## src/rtl/dout_pkg.sv

```systemverilog
// Shared constants and FSM state encoding for the output-memory drain engine.
package dout_pkg;
    localparam int DOUT_BASE  = 24;
    localparam int DOUT_DEPTH = 10000;
    localparam int WORD_W     = 24;
    localparam int PIX_W      = 8;
    localparam int PPW        = WORD_W / PIX_W;

    typedef enum logic [2:0] {
        S_IDLE  = 3'd0,
        S_FETCH = 3'd1,
        S_WAIT  = 3'd2,
        S_SHIFT = 3'd3,
        S_DONE  = 3'd4
    } state_t;
endpackage

```

## src/rtl/dout_word_unpacker.sv

```systemverilog
// Holds one memory word and presents it MSB pixel first; shifts only on handshake,
// so px_data is frozen while the sink stalls. word_done marks the last pixel's handshake.
module dout_word_unpacker
    import dout_pkg::*;
#(
    parameter int WIDTH = WORD_W,
    parameter int PIXEL = PIX_W
) (
    input  logic             clk,
    input  logic             rst,
    input  logic             clear,
    input  logic             load,
    input  logic             active,
    input  logic [WIDTH-1:0] word_in,
    input  logic             px_ready,
    output logic [PIXEL-1:0] px_data,
    output logic             px_valid,
    output logic             last_px,
    output logic             word_done
);
    localparam int N  = WIDTH / PIXEL;
    localparam int CW = (N > 1) ? $clog2(N) : 1;

    logic [WIDTH-1:0] shift_reg;
    logic [CW-1:0]    cnt;

    always_ff @(posedge clk or posedge rst) begin
        if (rst) begin
            shift_reg <= '0;
            cnt       <= '0;
        end else if (load) begin
            shift_reg <= word_in;
            cnt       <= '0;
        end else if (clear) begin
            cnt       <= '0;
        end else if (px_valid && px_ready) begin
            shift_reg <= shift_reg << PIXEL;
            cnt       <= cnt + CW'(1);
        end
    end

    assign px_valid  = active;
    assign px_data   = shift_reg[WIDTH-1 -: PIXEL];
    assign last_px   = (cnt == CW'(N - 1));
    assign word_done = px_valid && px_ready && last_px;
endmodule

```

## src/rtl/dout_mem_reader.sv

```systemverilog
// Drains output memory from BASE, streaming MSB-first pixels over valid/ready; 5 cycles/word unstalled.
// Optional running pixel checksum when DOUT_READER_CHECKSUM_EN is defined, otherwise tied to 0.
module dout_mem_reader
    import dout_pkg::*;
#(
    parameter int WIDTH = WORD_W,
    parameter int DEPTH = DOUT_DEPTH,
    parameter int PIXEL = PIX_W,
    parameter int BASE  = DOUT_BASE
) (
    input  logic                       clk,
    input  logic                       rst,
    input  logic                       start,
    input  logic [$clog2(DEPTH+1)-1:0] len,
    output logic                       mem_re,
    output logic [WIDTH-1:0]           mem_addr,
    input  logic [WIDTH-1:0]           mem_rd,
    output logic [PIXEL-1:0]           px_data,
    output logic                       px_valid,
    input  logic                       px_ready,
    output logic                       px_last,
    output logic                       busy,
    output logic                       done,
    output logic [15:0]                checksum
);
    localparam int LEN_W = $clog2(DEPTH + 1);

    state_t           state;
    logic [LEN_W-1:0] idx;
    logic [LEN_W-1:0] len_q;
    logic [LEN_W-1:0] len_clamped;
    logic             accept;
    logic             more;
    logic             last_px;
    logic             word_done;

    assign accept      = (state == S_IDLE) && start;
    assign len_clamped = (len == '0 || len > LEN_W'(DEPTH)) ? LEN_W'(DEPTH) : len;
    assign more        = ({1'b0, idx} + (LEN_W+1)'(1)) < {1'b0, len_q};

    always_ff @(posedge clk or posedge rst) begin
        if (rst) begin
            state <= S_IDLE;
            idx   <= '0;
            len_q <= '0;
        end else begin
            case (state)
                S_IDLE: if (start) begin
                    len_q <= len_clamped;
                    idx   <= '0;
                    state <= S_FETCH;
                end
                S_FETCH: state <= S_WAIT;
                S_WAIT:  state <= S_SHIFT;
                S_SHIFT: if (word_done) begin
                    if (more) begin
                        idx   <= idx + LEN_W'(1);
                        state <= S_FETCH;
                    end else begin
                        state <= S_DONE;
                    end
                end
                S_DONE:  state <= S_IDLE;
                default: state <= S_IDLE;
            endcase
        end
    end

    dout_word_unpacker #(
        .WIDTH(WIDTH),
        .PIXEL(PIXEL)
    ) u_unpack (
        .clk      (clk),
        .rst      (rst),
        .clear    (accept),
        .load     (state == S_WAIT),
        .active   (state == S_SHIFT),
        .word_in  (mem_rd),
        .px_ready (px_ready),
        .px_data  (px_data),
        .px_valid (px_valid),
        .last_px  (last_px),
        .word_done(word_done)
    );

    assign mem_re   = (state == S_FETCH);
    assign mem_addr = WIDTH'(idx) + WIDTH'(BASE);
    assign px_last  = px_valid && (idx == len_q - LEN_W'(1)) && last_px;
    assign busy     = (state != S_IDLE);
    assign done     = (state == S_DONE);

`ifdef DOUT_READER_CHECKSUM_EN
    logic [15:0] sum_q;

    always_ff @(posedge clk or posedge rst) begin
        if (rst) begin
            sum_q <= '0;
        end else if (accept) begin
            sum_q <= '0;
        end else if (px_valid && px_ready) begin
            sum_q <= sum_q + 16'(px_data);
        end
    end

    assign checksum = sum_q;
`else
    assign checksum = '0;
`endif
endmodule

```

## config.mk

```make
export PLATFORM = sky130hd
export DESIGN_NAME = dout_mem_reader
export DESIGN_NICKNAME = d
export VERILOG_FILES = /design/src/rtl/dout_pkg.sv /design/src/rtl/dout_word_unpacker.sv /design/src/rtl/dout_mem_reader.sv
export SDC_FILE = /design/constraint.sdc
export NUM_CORES = 1
export LEC_CHECK = 0
export CAP_MARGIN = 40
export CORE_MARGIN = 5
export CORE_UTILIZATION = 25
export CTS_CLUSTER_SIZE = 20
export DETAILED_ROUTE_END_ITERATION = 7
export GPL_ROUTABILITY_DRIVEN = 0
export GPL_TIMING_DRIVEN = 0
export PLACE_DENSITY = 0.52
export RECOVER_POWER = 50
export SYNTH_ARGS = -nofsm -noshare
export SYNTH_HDL_FRONTEND = slang
export SYNTH_SLANG_ARGS = --single-unit
```

## constraint.sdc

```tcl
create_clock -name clk -period 3.25 [get_ports clk]
set_clock_uncertainty 0.15 [all_clocks]
set_input_delay 0.4875 -clock clk [delete_from_list [all_inputs] [get_ports clk]]
set_output_delay 0.4875 -clock clk [all_outputs]
set_load 0.005 [all_outputs]
```

* Yosys cells after proc, flatten, opt, wreduce, memory -nomap -nowiden *
Index checks and enable logic that the tools add are counted.

word-level totals
  register bits = 57
  input bits = 42
  output and inout port bits = 53
  word-level logic and storage cells = 53

operators by class
  add/sub/neg operators = 5
  $lt $le $gt $ge = 2
  equal/unequal tests = 10
  mux-type cells = 15
  reduce and logical (&&, ||, !) cells = 16

operator list
  kind                                                                      count
  24-bit two-way mux                                                        3
  14-bit two-way mux                                                        4
  14-bit case mux with 2 select lines                                       1
  14-bit by 1-bit adder with 15-bit output (second input constant)          1
  14-bit by 5-bit adder with 15-bit output (second input constant)          1
  15-bit by 14-bit less-than comparator with 1-bit output                   1
  14-bit by 1-bit adder with 14-bit output (second input constant)          1
  14-bit == test                                                            1
  14-bit greater-than comparator (second input constant)                    1
  14-bit logical NOT                                                        1
  14-bit by 1-bit subtractor with 14-bit output (second input constant)     1
  3-bit case mux with 4 select lines                                        1
  3-bit two-way mux                                                         3
  3-bit by 2-bit == test with 1-bit output (second input constant)          2
  2-bit two-way mux                                                         3
  2-bit by 1-bit inequality test with 1-bit output (second input constant)  3
  2-bit AND reduction                                                       3
  3-bit nonzero test                                                        2
  1-bit logical AND                                                         5
  4-bit AND reduction                                                       1
  2-bit nonzero test                                                        2
  3-bit by 1-bit == test with 1-bit output (second input constant)          1
  3-bit == test (second input constant)                                     1
  3-bit logical NOT                                                         1
  4 further kinds                                                           4

* Longest topological paths before layout *
  depth in word-level cells = 5
  mapped depth = 13
  depth with buffers taken out = 12

* Hierarchy *
Synthesis repeated with hierarchy kept, for this count alone.

second synthesis, totals
  cells, all modules = 484
  area total of the unflattened synthesis = 4281.6 µm²

modules (own cells, without submodules)
  module              times used  cells each  area an instance (µm²)  sequential area each (µm²)
  dout_mem_reader     1           340         2924.1                  775.7
  dout_word_unpacker  1           144         1357.6                  650.6

* Least setup slack after synthesis *
Ideal clock, no wire load.

  kind = register -> register
  start point = register idx[1]
  end point = register idx[0]
  setup time = 0.125 ns
  arrival time = 2.703 ns
  data required time = 2.975 ns
  setup slack = 0.273 ns
  cell stages (with the launch flop) = 14
  path buffers = 1
  period minus slack after synthesis = 2.977 ns
  path through = dfrtp_1 -> ha_1 -> and4_1 -> nand2b_1 -> buf_2 -> or3_1 -> nand2_1 -> ha_1 -> a21o_1 -> a21oi_1 -> o221a_4 -> and2_4 -> o22ai_4 -> mux2_2

on the way
  longest elaborated chain between the ends = 4

RTL lines
  what                                                        line                   source
  start: declaration                                          dout_mem_reader.sv:29  logic [LEN_W-1:0] idx;
  start signal: assignment                                    dout_mem_reader.sv:57  idx <= idx + LEN_W'(1);
  14-bit by 1-bit adder with 15-bit output                    dout_mem_reader.sv:39  assign more = ({1'b0, idx} + (LEN_W+1)'(1)) < {1'b0, len_q};
  15-bit by 14-bit less-than comparator with 1-bit output     dout_mem_reader.sv:39
  2-bit by 1-bit inequality test with 1-bit output (no line)  n/a
  4-bit AND reduction (no line)                               n/a

Every way passes these cells.
A chain may end at the register's enable or synchronous reset.

* Final worst setup path *
  start point = register idx[0]
  end point = register idx[0]

on the way
  longest elaborated chain between the ends = 4
  elaborated cells between the ends (all ways) = 8
  classes of those cells = add/sub: 2; order compare: 1; eq/ne: 1; mux: 3; reduce/logical: 1

RTL lines
  what                                                                                                  line
  14-bit by 1-bit adder with 15-bit output or 14-bit by 1-bit adder with 14-bit output (tied branches)  dout_mem_reader.sv:39, dout_mem_reader.sv:57
  15-bit by 14-bit less-than comparator with 1-bit output or 14-bit two-way mux (tied branches)         dout_mem_reader.sv:39, dout_mem_reader.sv:56
  2-bit by 1-bit inequality test with 1-bit output (no line) or 14-bit two-way mux (tied branches)      n/a
  4-bit AND reduction (no line) or 14-bit case mux with 2 select lines (tied branches)                  n/a

Parallel ways exist; a longest one is shown, timed or not. The select of a mux whose other input is x is not followed.

==> results.sh <==
export IMPL_status="finished clean"
export IMPL_routedWlPerCell_um=14.2
export IMPL_fill_cells=1582
export IMPL_grt_pass1_vias=3463
export IMPL_final_instance_count_excl_fill=752
export IMPL_rr_endpoint="idx[0]"
export IMPL_cp_start_kind="register"
export IMPL_synth_seq_cells=57
export IMPL_cp_end_kind="register"
export IMPL_holdCritPathClass="reg -> reg"
export IMPL_drive_gt1_share_pct=20.7
export IMPL_p_int_w=0.00234
export IMPL_endpoint="idx[0]"
export IMPL_synth_edff_count=0
export IMPL_drc=0
export IMPL_root_buffer="clkbuf_16"
export IMPL_total_power_w=0.00361
export IMPL_postRouteAntennaNets=0
export IMPL_vias_per_cell=4.49
export IMPL_dieArea_um2=18300
export IMPL_relSlewSlack_pct=31.7
export IMPL_yosysWarnings=0
export IMPL_clock_path_buffers=2
export IMPL_hold_viol_final=0
export IMPL_start_util_pct=25.7
export IMPL_min_period_over_period_pct=96.9
export IMPL_totalWireLength_um=10700
export IMPL_vias=3374
export IMPL_tightest_slew_ns=1.02
export IMPL_cts_inserted_buffers=9
export IMPL_drt_iter0_markers=151
export IMPL_fin_nets=597
export IMPL_syn_cell_area_um2=3940
export IMPL_cp_data_arrival_time_ns=3.21
export IMPL_cts_tree="built"
export IMPL_ff2ff_path_depth=14
export IMPL_setup_slack_ns=0.102
export IMPL_pwr_share_comb_pct=42.5
export IMPL_synthToLayoutAreaGrowth_pct=40.2
export IMPL_grt_max_degree=34
export IMPL_setup_worst_path_start="idx[0]"
export IMPL_rows=45
export IMPL_drtPass1Iterations=4
export IMPL_required_ns=3.31
export IMPL_grt_setup_unrepaired="true"
export IMPL_largest_register_ffs=24
export IMPL_fin_area_um2=5520
export IMPL_core_um2=15300
export IMPL_ys_seq_area_share_pct=36.2
export IMPL_final_max_slew_viol_count=0
export IMPL_grt_antenna_before_repair=0
export IMPL_clock_latency_ns=0.34
export IMPL_cp_max_fo=10
export IMPL_crit_type="reg -> reg"
export IMPL_synthArstFlopShare_pct=100
export IMPL_netlist_top_cells_area="dfrtp_1, buf_4, ha_1"
export IMPL_leakagePower_nw=2.39
export IMPL_synth_avg_cell_area_um2=9.37
export IMPL_power_switching_w=0.00127
export IMPL_num_io_pins=95
export IMPL_grt_pass1_wl_um=17400
export IMPL_min_period_ns=3.15
export IMPL_die_w_um=135
export IMPL_seqCellArea_um2=1430
export IMPL_ys_flop_type="dfrtp_1"
export IMPL_antenna_cells=0
export IMPL_synth_top_area_cell="dfrtp_1"
export IMPL_place_hpwl_um=8140
export IMPL_reg2reg_from="idx[0]"
export IMPL_p_seq_share_pct=30.6
export IMPL_drv_max_cap_violation_count=0
export IMPL_netlist_instances=420
export IMPL_dp_cells=725
export IMPL_clk_pin_slew_ns=0.06
export IMPL_clockPowerShare_pct=26.8
export IMPL_post_route_util_pct=36.0
export IMPL_clock_fmax_mhz=318
export IMPL_r2r_slack_ns=0.10
export IMPL_synth_top_area_share_pct=36.2
export IMPL_post_dp_cell_area_um2=5000
export IMPL_htreeDepth=3
export IMPL_vdd_ir_drop_max_uv=269
export IMPL_clkSinkCount=57
export IMPL_grtUsageTotal_pct=12.1
export IMPL_powerDensity_nw_per_um2=654
export IMPL_grt_overflow=0
export IMPL_dp_slack_ns=-0.270
export IMPL_finalSetupViolCount=0
export IMPL_swShare_pct=35.1
export IMPL_synth_cell_type_count=58
export IMPL_multi_input_area_um2=2210
export IMPL_die_h_um=135
export IMPL_portBuffers=69
-- worst min-delay path by stage --
| stage | cells after the start | to | start | slack [ns] |
|---|---|---|---|---|
| 2_1_floorplan | 2 | u_unpack.shift_reg[10] | u_unpack.shift_reg[10] | 0.30 |
| 3_3_place_gp | 2 | u_unpack.shift_reg[17] | u_unpack.shift_reg[17] | 0.31 |
| 3_5_place_dp | 2 | u_unpack.shift_reg[23] | u_unpack.shift_reg[23] | 0.32 |
| 4_1_cts | 2 | u_unpack.shift_reg[10] | u_unpack.shift_reg[10] | 0.33 |
| 5_1_grt | 2 | u_unpack.shift_reg[18] | u_unpack.shift_reg[18] | 0.36 |
| 6_report | 2 | u_unpack.shift_reg[8] | u_unpack.shift_reg[8] | 0.33 |
-- synthesized netlist by cell type (3+ instances only) --
library cell / n
dfrtp_1: 57
buf_4: 39
nand2_1: 37
o21ai_0: 27
xnor2_1: 25
a22o_1: 24
inv_1: 21
ha_1: 19
nor2_1: 18
mux2i_1: 16
nand3_1: 15
nor3_1: 13
xor2_1: 12
a21oi_1: 9
clkbuf_1: 9
nand4_1: 7
buf_2: 6
a21o_1: 4
a2bb2oi_1: 4
and3_1: 3
nand2b_1: 3
nor2b_1: 3
nor3b_1: 3
nor4_1: 3
-- cells in the final DEF (no fill, tap or decap), types with 4 or more instances in the layout --
master	n
a21o_1	4
nand3_1	13
nor2_1	17
clkbuf_16	9
conb_1	25
buf_2	5
nor3_1	12
clkbuf_1	10
o21ai_0	27
dfrtp_1	53
dfrtp_2	4
buf_6	4
clkdlybuf4s50_1	58
buf_4	47
inv_1	19
a22o_1	24
xor2_1	11
nand2_1	36
xnor2_1	24
a2bb2oi_1	4
nand4_1	7
a21oi_1	8
dlygate4sd3_1	10
ha_1	15
mux2i_1	16
-- per-stage QoR --
stage	hold WS, ns	setup TNS, ns
finish	0.328	0
floorplan	0.299	0
CTS	0.334	0
detailed placement	0.322	-2.39
global route	0.355	-0.0552
global placement	0.314	-1.58
-- what timing repair did --
action | CTS | global route
hold buffers | 0 | 0
buffers inserted | 6 | 5
pin swaps | 3 | 10
endpoints found under the setup margin | 13 | 12
resized for setup | 14 | 19
-- power by group through the flow --
stage                     sequential (W)  clock (W)  combinational, W
after floorplan                  0.00107          0          0.000930
after global routing             0.00114    0.00102           0.00172
after global placement           0.00112          0           0.00134
final                            0.00110   0.000967           0.00153
after detailed placement         0.00112          0           0.00137
after CTS                        0.00110   0.000998           0.00147
-- cell families after synthesis --
kind of cell,after synthesis,synth area share (%)
flip-flops,57,36.2
buffers and inverters,81,12.6
multiplexers,17,4.36
other,1,0.0953
adder cells (fa/ha/maj),19,6.04
AO/OA/AOI/OAI,90,17.0
XOR/XNOR,38,8.65
AND/OR/NAND/NOR,117,15.0
-- routing by layer --
layer / track usage [%] / part of all wire, % / vias up
li1: - / - / 1659
met1: 15.2 / 46 / 1604
met2: 19.2 / 47 / 99
met3: 4.20 / 6.2 / 12
met4: 4.03 / 1.5 / 0
met5: 0 / 0 / -
-- final cells by class --
type / count / share of cell area, %
timing repair buffer: 81 / 14.5
multi-input combinational: 306 / 40.1
inverter: 21 / 1.43
clock buffer: 9 / 4.08
sequential: 57 / 25.9
tap: 211 / 4.79
buffer: 60 / 7.64
clock inverter: 7 / 1.43
-- critical path: stages (launching register included) --
cell and delay (ns):
dfrtp_2 0.41, ha_4 0.16, and4_4 0.23, nand2b_1 0.06, buf_6 0.14, or3_4 0.36
nand2_1 0.08, ha_1 0.25, a21o_1 0.17, a21oi_2 0.15, o221a_4 0.20, and2_4 0.18
o22ai_4 0.07, buf_12 0.16, mux2_2 0.26
(Power assumes the default switching activity.)
